## src/rtl/seg_pkg.sv

```systemverilog
// seg_pkg: shared constants and state type for the display scanner
package seg_pkg;
  localparam int N_DIG = 4;
  localparam logic [3:0] ANODE_OFF = 4'b1111;
  typedef enum logic [1:0] {IDLE = 2'd0, SHOW = 2'd1, DEAD = 2'd2} state_t;
endpackage

```

## src/rtl/seg_scan_ctrl_lz_blank.sv

```systemverilog
// lz_blank: leading-zero blank mask, digit 0 always stays lit
module lz_blank (
  input  logic [15:0] value,
  input  logic        lz_en,
  output logic [3:0]  blank
);
  assign blank[3] = lz_en && (value[15:12] == 4'h0);
  assign blank[2] = lz_en && (value[15:8] == 8'h0);
  assign blank[1] = lz_en && (value[15:4] == 12'h0);
  assign blank[0] = 1'b0;
endmodule

```

## src/rtl/seg_scan_ctrl.sv

```systemverilog
// seg_scan_ctrl: 4-digit multiplexed scanner with dead time and frame-synchronous value updates
module seg_scan_ctrl
  import seg_pkg::*;
#(
  parameter int REFRESH_DIV = 50000,
  parameter int DEAD_CYC = 500
) (
  input  logic        clk,
  input  logic        rst_n,
  input  logic [15:0] value,
  input  logic        load,
  input  logic        lz_en,
  input  logic        en,
  output logic [3:0]  anode,
  output logic [3:0]  hex,
  output logic        frame_done
);
  localparam int MX = REFRESH_DIV > DEAD_CYC ? REFRESH_DIV : DEAD_CYC;
  localparam int CW = MX > 1 ? $clog2(MX) : 1;
  localparam logic [CW-1:0] SHOW_LD = CW'(REFRESH_DIV - 1);
  localparam logic [CW-1:0] DEAD_LD = CW'(DEAD_CYC - 1);
  state_t state;
  logic [15:0] pending, active;
  logic pend_v, wrap, last, commit;
  logic [$clog2(N_DIG)-1:0] idx;
  logic [CW-1:0] cnt;
  logic [3:0] blank;
  lz_blank u_lz (.value(active), .lz_en, .blank);
  assign last = state == DEAD && cnt == '0 && idx == 2'(N_DIG - 1);
  assign commit = en && (state == IDLE || last);
  // Scan FSM, value capture/commit and registered display outputs
  always_ff @(posedge clk or negedge rst_n)
    if (!rst_n) begin
      state <= IDLE;
      idx <= '0;
      cnt <= '0;
      pending <= 16'h0;
      active <= 16'h0;
      pend_v <= 1'b0;
      wrap <= 1'b0;
      anode <= ANODE_OFF;
      hex <= 4'h0;
      frame_done <= 1'b0;
    end else begin
      if (load) begin
        pending <= value;
        pend_v <= 1'b1;
      end else if (commit) pend_v <= 1'b0;
      if (commit && pend_v) active <= pending;
      wrap <= en && last;
      frame_done <= en && wrap;
      anode <= (en && state == SHOW && !blank[idx]) ? ~(4'b0001 << idx) : ANODE_OFF;
      if (state == SHOW) hex <= active[{idx, 2'b00} +: 4];
      if (!en) begin
        state <= IDLE;
        idx <= '0;
        cnt <= '0;
      end else if (state == IDLE) begin
        state <= SHOW;
        idx <= '0;
        cnt <= SHOW_LD;
      end else begin
        cnt <= cnt != '0 ? cnt - 1'b1 : state == SHOW ? DEAD_LD : SHOW_LD;
        if (cnt == '0) state <= state == SHOW ? DEAD : SHOW;
        if (cnt == '0 && state != SHOW) idx <= idx + 1'b1;
      end
    end
endmodule

```

## config.mk

```make
export PLATFORM = sky130hd
export DESIGN_NAME = seg_scan_ctrl
export DESIGN_NICKNAME = d
export VERILOG_FILES = /design/src/rtl/seg_pkg.sv /design/src/rtl/seg_scan_ctrl_lz_blank.sv /design/src/rtl/seg_scan_ctrl.sv
export SDC_FILE = /design/constraint.sdc
export NUM_CORES = 1
export LEC_CHECK = 0
export CORE_ASPECT_RATIO = 0.8
export CORE_MARGIN = 8
export CORE_UTILIZATION = 61
export DETAILED_ROUTE_END_ITERATION = 7
export PLACE_DENSITY = 0.84
export SLEW_MARGIN = 40
export SYNTH_ARGS = -nofsm -noshare
export SYNTH_HDL_FRONTEND = slang
export SYNTH_SLANG_ARGS = --single-unit
```

## constraint.sdc

```tcl
create_clock -name clk -period 3.35 [get_ports clk]
set_input_delay 0.67 -clock clk [delete_from_list [all_inputs] [get_ports clk]]
set_output_delay 0.67 -clock clk [all_outputs]
set_load 0.03 [all_outputs]
```

==> After elaboration in Yosys (flattened, before gate mapping) <==
Cells that the tools add are included.
{ "word_totals": {"elab_cells": 59, "reg_bits": 63} }
{ "classes": {"reduce_logical": 21, "bitwise_logic": 1, "eq_ne": 6, "n_lt_le_gt_ge": 1, "addsub": 2, "n_mux": 16, "shifts": 2} }
{ "ops": {"columns": ["cell", "n"], "rows": [
  ["$mux 16", 4],
  ["$logic_not 16->1", 1],
  ["$reduce_bool 16->1", 1],
  ["$shiftx 16x5->4", 1],
  ["$sub 16x1->16 const B", 1],
  ["$mux 2", 7],
  ["$logic_and 1x1->1", 12],
  ["$logic_not 12->1", 1],
  ["$logic_not 8->1", 1],
  ["$ne 3x1->1 const B", 2],
  ["$eq 2x2->1 const B", 2],
  ["$logic_not 4->1", 1],
  ["$mux 4", 1],
  ["$not 4->4", 1],
  ["$shl 1x2->4 const A", 1],
  ["$lt 2x3->1 const B", 1],
  ["$mux 1", 3],
  ["$add 2x1->2 const B", 1],
  ["$bmux 1 s2", 1],
  ["$eq 2x1->1 const B", 1],
  ["$logic_not 2->1", 1],
  ["$ne 2x1->1 const B", 1],
  ["$reduce_bool 2->1", 1],
  ["$logic_not 1->1", 1],
  ["$logic_or 1x1->1", 1]
]} }

==> Depth between registers and ports, before layout <==
Gate-level depths: netlist of the first run.
{ "depth": {"depth_word": 7, "ltp_mapped": 8, "mapped_depth_nobuf": 6} }

==> Modules after synthesis <==
Synthesis of the first run repeated with hierarchy kept, for this count alone.
{ "hier_totals": {"hier_cells": 226, "hier_area_um2": 2946.6} }
{ "modules_own_cells": {"columns": ["module", "instances", "seq_area_each_um2", "area_per_inst_um2", "cells_each"], "rows": [
  ["seg_scan_ctrl", 1, 1581.5, 2889.0, 218],
  ["lz_blank", 1, 0.0, 57.6, 8]
]} }

==> Worst setup path before layout of the first run <==
OpenSTA, ideal clock, no wires.
{ "synth_timing": {"kind": "register to register", "from": "reg cnt[0]", "to": "reg active[10]", "arrival_time_ps": 1784, "path_buffers": 2, "t_required_ps": 3224, "path_slack_ps": 1440, "stages_incl_launch_ff": 9, "period_less_slack_ps": 1910, "cell_sequence": "dfrtp_1 inv_1 ha_1 nor4b_2 and4_1 buf_6 nand2_4 buf_6 a311o_1"} }
{ "synth_between": {"elab_chain_len": 6} }
{ "synth_lines": {"columns": ["element", "line", "source"], "rows": [
  ["start: declaration", "seg_scan_ctrl.sv:26", "logic [CW-1:0] cnt;"],
  ["start signal: assignment", "seg_scan_ctrl.sv:63", "cnt <= cnt != '0 ? cnt - 1'b1 : state == SHOW ? DEAD_LD : SHOW_LD;"],
  ["$logic_not 16->1", "seg_scan_ctrl.sv:29", "assign last = state == DEAD && cnt == '0 && idx == 2'(N_DIG - 1);"],
  ["$logic_and 1x1->1 (2 in series)", "seg_scan_ctrl.sv:29", null],
  ["$logic_or 1x1->1", "seg_scan_ctrl.sv:30", "assign commit = en && (state == IDLE || last);"],
  ["$logic_and 1x1->1", "seg_scan_ctrl.sv:30", null],
  ["$logic_and 1x1->1", "seg_scan_ctrl.sv:49", "if (commit && pend_v) active <= pending;"],
  ["end signal: assignment", "seg_scan_ctrl.sv:49", null],
  ["end: declaration", "seg_scan_ctrl.sv:23", "logic [15:0] pending, active;"]
]} }
Every way passes these cells.
A chain may end at the register's enable or synchronous reset.

==> Worst setup path in the final report of the first run <==
{ "layout_timing": {"from": "reg cnt[0]", "to": "reg active[4]"} }
The elaborated chain is that of the path after synthesis.

==> metrics.md, run 1 <==
| Metric | Value |
|---|---|
| Syn nets | 325 |
| Area after DPL | 3477 um^2 |
| Yosys warnings | 0 |
| Diode count | 0 |
| GRT overflow | 0 |
| Post-synthesis xor/xnor area fraction | 3.268% |
| Layout Nets | 350 |
| WL final | 6862 um |
| Largest family of logic cells by synthesized area | simple AND/OR/NAND/NOR gates |
| Clock Skews | 7.626 ps |
| CTS sink cnt | 63 |
| Data required, critical path | 3570 ps |
| Slew @ Worst Pin | 759.5 ps |
| Via count | 2428 |
| Routed WL per cell | 17.59 um |
| Min-delay worst type | input port to async pin |
| Mean Syn Cell Area | 10.79 um^2 |
| Core Util, Final | 72.82% |
| First-pass GRT wire length | 11790 um |
| CTS tree | built |
| Die ar. | 7865 um^2 |
| Synth area leader | dfrtp_1 |
| Setup Viol. Count Final | 0 |
| Compound-gate portion of the synthesized area | 14.01% |
| Commonest non-fill, non-tap cell in the layout | dfrtp_1 |
| Pin count of the biggest net entering global routing | 51 |
| Reg2reg setup slack | 1040 ps |
| Crit path capture type | register |
| Final hold viol count | 0 |
| IO Count | 30 |
| Worst Setup Start Kind | register |
| VDD IR max | 0.3587 mV |
| Initial DRC count | 295 |
| Core box area | 5036 um^2 |
| Unique cell type count in the Yosys netlist | 47 |
| Final-layout fill cell count | 367 |
| R2R cell count | 6 |
| PortBufs | 29 |
| Share of layout cells above drive strength 1 | 18.60% |
| PD cells | 537.5 nW/um^2 |
| Critical path arrival | 2540 ps |
| Clock buffer depth | 2 |
| Post-DP HPWL | 4814 um |
| Antenna violations before repair | 0 |
| Die X | 97.18 um |
| Routability congestion estimate | 0.8758 |
| Placed Cells incl. Taps | 374 |
| Hold buffer count at cts | 0 |
| Dpl ws | 946.1 ps |
| CTS Buf Count | 9 |
| Synthesized-area fraction occupied by and/or/nand/nor cells | 15.56% |
| Fmax | 432.4 MHz |
| Maximum capacitance violations | 0 |
| Post-synthesis sequential area ratio | 49.18% |
| Post-CTS Setup Bufs | 0 |
| Pleak | 1.538 nW |
| Main synth FF type | dfrtp_1 |
| Max-slew headroom | 48.95% |
| Post-cts sizing count | 0 |
| Most frequent cells in the layout | dfrtp_1 (58), nand2_1 (38), clkdlybuf4s50_1 (28), inv_1 (22) |
| Mux cell area share after synthesis | 8.716% |
| WS Path Type | register to register |
| Mapped Cells | 298 |
| Pwr Total | 1.971 mW |
| Root Driver | clkbuf_8 |
| Post-Syn Area | 3216 um^2 |
| Post-detailed-route via-to-cell ratio | 6.226 |
| Dominant cells by area after synthesis | dfrtp_1 (46%), mux2_2 (5.6%), nand2_1 (4.4%), o22ai_1 (3.5%), dfstp_2 (3.3%) |
| Slew Viols, Final | 0 |
| Clock slew seen by the registers of the worst setup and hold paths | 70 ps |
| RSZ-0062 raised after global routing | no |
| Ys async rst share | 100.0% |
| Fin Hold WS | 345.7 ps |
| Fin crit share | 69.04% |
| Layout Cells excl Fill | 390 |
| Starting density of the core | 63.85% |
| Status | completed |
| Fin area | 3667 um^2 |
| Final worst setup slack | 1037 ps |
| Total GRT Usage | 18.56% |
| Synth top area share | 45.91% |
| Reg-to-Reg End | active[4]$_DFFE_PN0P_ |
| Setup TNS | 0 ps |
| Clk_lat worst skew | 340 ps |
| FP Rows | 23 |
| Min Tclk post-route | 2313 ps |
| Synthesis-to-finish area growth | 14.05% |
| DRC violations left | 0 |
| Synth Area in Adders | 2.335% |
| Post-synth EDFFs | 0 |
| Final ANT Viol Nets | 0 |
| Synthesis-stage register bit count | 63 |
| DRT Pass-1 Iters | 4 |
| H-tree lvl count | 3 |
| CP max FO | 17 |
| Vias in the first global route | 2380 |
| R2r startpoint | cnt[0]$_DFF_PN0_ |
| Die H | 80.94 um |
-- cells in the mapped netlist (all sizes together), types with 3 or more instances --
cell type and number:
nand2 39, o21ai 5, nor2 11, buf 5
xor2 8, nand4b 3, nand3 3, ha 6
xnor2 4, a311o 16, nor3 18, nand4 3
nor4 7, dfrtp 59, o22ai 18, dfstp 4
clkbuf 12, inv 22, mux4 4, a21oi 12
mux2 16
-- state kept, by name, indices dropped and copies added (netlist names) --
name and flops:
frame_done 1, hex 4, pend_v 1, state 2
anode 4, cnt 16, active 16, idx 2
pending 16, wrap 1
-- worst max-delay path by stage --
stage                      from                      to  slack, ps  cells past startpoint
2_1_floorplan  cnt[0]$_DFF_PN0_  active[10]$_DFFE_PN0P_       1440                      8
3_3_place_gp                 en   active[6]$_DFFE_PN0P_        990                      5
3_5_place_dp                 en   active[4]$_DFFE_PN0P_        950                      5
4_1_cts        cnt[0]$_DFF_PN0_   active[6]$_DFFE_PN0P_       1040                      6
5_1_grt        cnt[0]$_DFF_PN0_   active[1]$_DFFE_PN0P_        910                      6
6_report       cnt[0]$_DFF_PN0_   active[4]$_DFFE_PN0P_       1040                      6
-- logic make-up after synthesis --
family	after synthesis
simple gates	94
flops	63
fa+ha+maj	6
mux	21
compound gates	61
buf+inv	41
xor+xnor	12
-- area by class of cell --
type / instances / area (um^2) / area share [%]
tap: 62 / 77.57 / 2.115
clock buffer: 12 / 145.1 / 3.958
inverter: 22 / 82.58 / 2.252
sequential: 63 / 1583 / 43.16
clock inverter: 4 / 45.04 / 1.228
multi-input combinational: 194 / 1416 / 38.62
timing repair buffer: 33 / 317.8 / 8.666
-- worst max-delay path, cell delays in order, from the launching register on --
cell and delay, ps:
dfrtp_1 420, inv_1 90, ha_1 140, nor4b_2 430, and4_1 470, nand2_4 210, a311o_2 430
-- power breakdown --
group	leakage, nW	internal, mW	switching, mW
sequential	0.764	0.860	0.0885
clock	0.100	0.361	0.283
combinational	0.674	0.183	0.196
total	1.54	1.40	0.568
-- routing by layer --
metal / vias up / global-route usage [%] / wire, um
met2: 85 / 26.92 / 3011
li1: 1133 / - / -
met4: 0 / 6.279 / 100
met5: - / 0 / 0
met1: 1198 / 24.52 / 3201
met3: 12 / 7.966 / 548
No activity file was read; power rests on OpenSTA's default activity.
==> run 2, diff against run 1 <==
--- a/config.mk
+++ b/config.mk
@@ -7,9 +7,9 @@
 export LEC_CHECK = 0
 export CORE_ASPECT_RATIO = 0.8
 export CORE_MARGIN = 8
-export CORE_UTILIZATION = 61
+export CORE_UTILIZATION = 57
 export DETAILED_ROUTE_END_ITERATION = 7
-export PLACE_DENSITY = 0.84
+export PLACE_DENSITY = 0.79
 export SLEW_MARGIN = 40
 export SYNTH_ARGS = -nofsm -noshare
 export SYNTH_HDL_FRONTEND = slang
==> constraint.sdc (replaced) <==
create_clock -name clk -period 2.35 [get_ports clk]
set_input_delay 0.47 -clock clk [delete_from_list [all_inputs] [get_ports clk]]
set_output_delay 0.47 -clock clk [all_outputs]
set_load 0.03 [all_outputs]
==> metrics.md, run 2 (same netlist as run 1, synthesis figures left out) <==
| Metric | Value |
|---|---|
| Most frequent cells in the layout | dfrtp_1 (59), nand2_1 (38), clkdlybuf4s50_1 (28), inv_1 (22) |
| Clock buffer depth | 2 (unchanged) |
| WS Path Type | register to register |
| Hold buffer count at cts | 0 (unchanged) |
| Total GRT Usage | 17.17% (-1.4 points) |
| FP Rows | 24 (+4.3%) |
| Layout Cells excl Fill | 411 (+5.4%) |
| Min-delay worst type | input port to async pin |
| Commonest non-fill, non-tap cell in the layout | dfrtp_1 |
| PD cells | 740.4 nW/um^2 (+38%) |
| Crit path capture type | register |
| Slew @ Worst Pin | 806.6 ps (+47.14 ps) |
| Core Util, Final | 68.32% (-4.5 points) |
| H-tree lvl count | 3 (unchanged) |
| Setup Viol. Count Final | 0 (unchanged) |
| Fin crit share | 90.94% (+22 points) |
| Diode count | 0 (unchanged) |
| IO Count | 30 (unchanged) |
| Root Driver | clkbuf_8 |
| Starting density of the core | 59.16% (-4.7 points) |
| First-pass GRT wire length | 11390 um (-3.3%) |
| Status | completed |
| Area after DPL | 3538 um^2 (+1.8%) |
| Clock Skews | 11.39 ps (+3.767 ps) |
| Core box area | 5435 um^2 (+7.9%) |
| Die X | 99.98 um (+2.9%) |
| Fin area | 3714 um^2 (+1.3%) |
| Vias in the first global route | 2227 (-6.4%) |
| CTS tree | built |
| Clk_lat worst skew | 340 ps (about the same) |
| PortBufs | 29 (unchanged) |
| Antenna violations before repair | 0 (unchanged) |
| Worst Setup SP | cnt[0]$_DFF_PN0_ |
| Biggest regs | active x16, cnt x16, pending x16 |
| Post-CTS Setup Bufs | 0 (unchanged) |
| Share of layout cells above drive strength 1 | 19.52% (+0.92 points) |
| Setup TNS | 0 ps (unchanged) |
| Die H | 83.18 um (+2.8%) |
| Post-DP HPWL | 4603 um (-4.4%) |
| Critical path arrival | 2420 ps (-120 ps) |
| Pwr Total | 2.749 mW (+39%) |
| Initial DRC count | 339 (+15%) |
| R2r startpoint | cnt[0]$_DFF_PN0_ |
| GRT overflow | 0 (unchanged) |
| WL final | 6913 um (+0.74%) |
| Routability congestion estimate | 0.8256 (-5.7%) |
| Fmax | 467.9 MHz (+8.2%) |
| R2R cell count | 7 (+1) |
| Pleak | 1.561 nW (+1.5%) |
| DRC violations left | 0 (unchanged) |
| Data required, critical path | 2630 ps (-940 ps) |
| Via count | 2491 (+2.6%) |
| VDD IR max | 0.4515 mV (+26%) |
| Routed WL per cell | 16.82 um (-4.4%) |
| Final hold viol count | 0 (unchanged) |
| Slowest stage delay, CP | 420 ps (-50 ps) |
| Pin count of the biggest net entering global routing | 64 (+25%) |
| DRT Pass-1 Iters | 4 (unchanged) |
| RSZ-0062 raised after global routing | no |
| Final-layout fill cell count | 397 (+8.2%) |
| Min Tclk post-route | 2137 ps (-175.8 ps) |
| Crit path cell chain | inv_1 > ha_1 > nor4b_2 > nand4_2 > buf_4 > nor3_1 > a311o_2 |
| Critical-path cell with the highest stage delay | dfrtp_1 |
| Max-slew headroom | 45.78% (-3.2 points) |
| CTS Buf Count | 9 (unchanged) |
| FF/Latch Area | 1582 um^2 (about the same) |
| Post-detailed-route via-to-cell ratio | 6.061 (-2.6%) |
| Maximum capacitance violations | 0 (unchanged) |
| Layout Nets | 355 (+1.4%) |
| Multi-input logic area | 1411 um^2 (-0.35%) |
| Post-cts sizing count | 0 (unchanged) |
| Final ANT Viol Nets | 0 (unchanged) |
| Placed Cells incl. Taps | 395 (+5.6%) |
| Synthesis-to-finish area growth | 15.49% |
| Slew Viols, Final | 0 (unchanged) |
| CP max FO | 17 (unchanged) |
| CTS sink cnt | 63 (unchanged) |
| Clock slew seen by the registers of the worst setup and hold paths | 70 ps (about the same) |
| Worst Setup Start Kind | register |
| Die ar. | 8316 um^2 (+5.7%) |
[run 2: where the power goes]
group,internal [mW],switching [mW]
clock,0.433,0.414
combinational,0.269,0.292
sequential,1.23,0.116
[run 2: critical path: cells and delay by family, from the launching register on]
| kind | cells | cell delay (ps) |
|---|---|---|
| simple gates | 3 | 940 |
| flops | 1 | 420 |
| buf+inv | 2 | 400 |
| compound gates | 1 | 160 |
| fa+ha+maj | 1 | 150 |
[run 2: cell type report]
type                    instances  area share, %
clock buffers                  12          4.178
clock inverters                 4         0.5391
inverters                      22          2.224
multi-input cells             194          38.01
flip-flops and latches         63          42.59
well taps                      78          2.628
repair buffers                 38          9.838
[run 2: layer usage]
| metal | track usage, % | vias to the layer above | wire length (um) |
|---|---|---|---|
| met3 | 5.167 | 15 | 565 |
| met1 | 24.43 | 1212 | 3294 |
| met4 | 7.534 | 0 | 116 |
| met5 | 0 | - | 0 |
| met2 | 23.29 | 113 | 2936 |
| li1 | - | 1151 | - |
[run 2: worst paths after layout]
| kind | to | slack (ps) |
|---|---|---|
| min in group clk | frame_done$_DFF_PN0_ | 460 |
| min reg2reg | frame_done$_DFF_PN0_ | 460 |
| max | active[4]$_DFFE_PN0P_ | 210 |
| max in group asynchronous | anode[2]$_DFF_PN1_ | 1910 |
| max reg2reg | active[4]$_DFFE_PN0P_ | 210 |
| min | cnt[4]$_DFF_PN0_ | 130 |
[run 2: stage by stage]
stage	worst slack (ps)	hold slack (ps)
after floorplan	439.8	174.4
after global placement	374.9	435.8
after detailed placement	328.3	452.3
after CTS	289.4	140.4
after global routing	11.58	152.7
final	212.9	131.1
==> run 3, diff against run 2 <==
--- a/config.mk
+++ b/config.mk
@@ -7,9 +7,9 @@
 export LEC_CHECK = 0
 export CORE_ASPECT_RATIO = 0.8
 export CORE_MARGIN = 8
-export CORE_UTILIZATION = 57
+export CORE_UTILIZATION = 52
 export DETAILED_ROUTE_END_ITERATION = 7
-export PLACE_DENSITY = 0.79
+export PLACE_DENSITY = 0.76
 export SLEW_MARGIN = 40
 export SYNTH_ARGS = -nofsm -noshare
 export SYNTH_HDL_FRONTEND = slang
==> constraint.sdc (replaced) <==
create_clock -name clk -period 1.9 [get_ports clk]
set_input_delay 0.38 -clock clk [delete_from_list [all_inputs] [get_ports clk]]
set_output_delay 0.38 -clock clk [all_outputs]
set_load 0.03 [all_outputs]
==> metrics.md, run 3 (same netlist as run 1, synthesis figures left out) <==
| Metric | Value |
|---|---|
| Status | completed |
| Slew Viols, Final | 0 (unchanged) |
| Die ar. | 8972 um^2 (+7.9%) |
| Slew @ Worst Pin | 428.1 ps (-378.6 ps) |
| Core Util, Final | 65.58% (-2.7 points) |
| CTS Buf Count | 9 (unchanged) |
| H-tree lvl count | 3 (unchanged) |
| Synthesis-to-finish area growth | 21.21% |
| WL final | 7041 um (+1.9%) |
| Max-slew headroom | 71.23% (+25 points) |
| Fmax | 554.6 MHz (+19%) |
| Die X | 103.9 um (+3.9%) |
| Root Driver | clkbuf_8 |
| VDD IR max | 0.5385 mV (+19%) |
| Clock Skews | 4.599 ps (-6.793 ps) |
| Die H | 86.34 um (+3.8%) |
| CTS sink cnt | 63 (unchanged) |
| IO Count | 30 (unchanged) |
| Routed WL per cell | 16.45 um (-2.2%) |
| Final-layout fill cell count | 485 (+22%) |
| Reg-to-Reg End | active[0]$_DFFE_PN0P_ |
| Post-detailed-route via-to-cell ratio | 5.696 (-6.0%) |
| Data required, critical path | 2120 ps (-510 ps) |
| Share of layout cells above drive strength 1 | 23.92% (+4.4 points) |
| Vias in the first global route | 2592 (+16%) |
| Via count | 2438 (-2.1%) |
| FP Rows | 25 (+4.2%) |
| Fin area | 3897 um^2 (+5.0%) |
| Clock slew seen by the registers of the worst setup and hold paths | 70 ps (about the same) |
| WS Path Type | register to register |
| FF/Latch Area | 1582 um^2 (unchanged) |
| CP max FO | 17 (unchanged) |
| CTS tree | built |
| Setup Viol. Count Final | 0 (unchanged) |
| R2R cell count | 6 (-1) |
| R2r startpoint | cnt[0]$_DFF_PN0_ |
| First-pass GRT wire length | 12500 um (+9.7%) |
| Reg2reg setup slack | 100 ps (-120 ps) |
| Layout Nets | 369 (+3.9%) |
| Initial DRC count | 170 (-50%) |
| Pin count of the biggest net entering global routing | 34 (-47%) |
| DRT Pass-1 Iters | 4 (unchanged) |
| Maximum capacitance violations | 0 (unchanged) |
| Final hold viol count | 0 (unchanged) |
| DRC violations left | 0 (unchanged) |
| GRT overflow | 0 (unchanged) |
| Multi-input logic area | 1451 um^2 (+2.8%) |
| Clock power frac | 33.6% (+2.8 points) |
| Clock buffer depth | 2 (unchanged) |
| Min Tclk post-route | 1803 ps (-333.9 ps) |
| Core box area | 5943 um^2 (+9.3%) |
| Min-delay worst type | input port to async pin |
| Post-DP HPWL | 5027 um (+9.2%) |
| Biggest regs | active x16, cnt x16, pending x16 |
| Commonest non-fill, non-tap cell in the layout | dfrtp_1 |
| P_sw | 1.016 mW (+24%) |
| Total GRT Usage | 17.13% (-0.042 points) |
| PortBufs | 29 (unchanged) |
| Comb power frac | 20.5% (about the same) |
| Pleak | 1.630 nW (+4.4%) |
| Most frequent cells in the layout | dfrtp_1 (59), nand2_1 (38), clkdlybuf4s50_1 (24), inv_1 (22), buf_4 (20) |
| Crit path capture type | register |
| Final ANT Viol Nets | 0 (unchanged) |
| Clk_lat worst skew | 340 ps (about the same) |
| Starting density of the core | 54.11% (-5.1 points) |
| Diode count | 0 (unchanged) |
| Routability congestion estimate | 0.8431 (+2.1%) |
| Part of the power in registers | 45.9% (-2.9 points) |
| Fin crit share | 94.91% (+4.0 points) |
| Critical path arrival | 2030 ps (-390 ps) |
| Area after DPL | 3641 um^2 (+2.9%) |
| Antenna violations before repair | 0 (unchanged) |
| Sw Ratio | 28.19% (-1.7 points) |
| PD cells | 924.4 nW/um^2 (+25%) |
| Internal | 2.587 mW (+34%) |
| Worst Setup Start Kind | register |
==> run 3: worst max path at each step <==
stage	from	endpoint	slack, ps
floorplan	cnt[0]$_DFF_PN0_	active[10]$_DFFE_PN0P_	50
global route	cnt[0]$_DFF_PN0_	active[5]$_DFFE_PN0P_	-8
detailed placement	en	active[0]$_DFFE_PN0P_	3
global placement	en	active[6]$_DFFE_PN0P_	40
CTS	cnt[14]$_DFF_PN0_	active[0]$_DFFE_PN0P_	20
finish	cnt[0]$_DFF_PN0_	active[0]$_DFFE_PN0P_	100
==> run 3: per-layer routing <==
| layer | vias to the layer above | share of wire (%) | global-route usage [%] | wire (um) |
|---|---|---|---|---|
| li1 | 1170 | - | - | - |
| met1 | 1195 | 47 | 21.96 | 3336 |
| met2 | 60 | 46 | 26.22 | 3216 |
| met3 | 13 | 5.2 | 6.153 | 368 |
| met4 | 0 | 1.7 | 6.029 | 120 |
| met5 | - | 0 | 0 | 0 |
==> run 3: area by class of cell <==
class / instances / share of cell area, %
Clock buffer: 13 / 4.334
Inverter: 22 / 2.119
Timing Repair Buffer: 52 / 12.10
Tap cell: 81 / 2.600
Multi-Input combinational cell: 194 / 37.24
Clock inverter: 3 / 1.027
Sequential cell: 63 / 40.58
==> run 3: critical path, cell delays in order, from the launching register on <==
cell and delay [ps]:
dfrtp_1 380, inv_1 80, ha_1 150, nor4b_4 240
and4_4 310, nand2_8 100, a311o_2 410
==> run 3: stage by stage <==
stage | setup WS, ps | hold WS, ps | power, mW | setup TNS [ps] | instances
final | 96.80 | 403.2 | 3.603 | 0 | 428
after global routing | -8.306 | 406.0 | 3.785 | -15.37 | 428
after CTS | 17.96 | 395.7 | 3.620 | 0 | 427
after detailed placement | 2.938 | 229.5 | 2.404 | 0 | 410
after global placement | 42.80 | 226.8 | 2.367 | 0 | 410
after floorplan | 47.96 | 84.41 | 2.123 | 0 | 298
==> run 3: what timing repair did <==
action                                 4_1_cts  5_1_grt
setup buffers                                0        1
pin swaps                                    0        1
hold buffers                                 1        0
resized for setup                            4        7
setup endpoints to repair                    4       20
endpoints found under the hold margin        6        0
==> run 3: power by group through the flow <==
stage | clock, mW | combinational, mW | sequential (mW)
2_1_floorplan | 0 | 0.439 | 1.68
3_3_place_gp | 0 | 0.703 | 1.66
3_5_place_dp | 0 | 0.727 | 1.68
4_1_cts | 1.24 | 0.731 | 1.65
5_1_grt | 1.30 | 0.808 | 1.68
6_report | 1.21 | 0.739 | 1.65
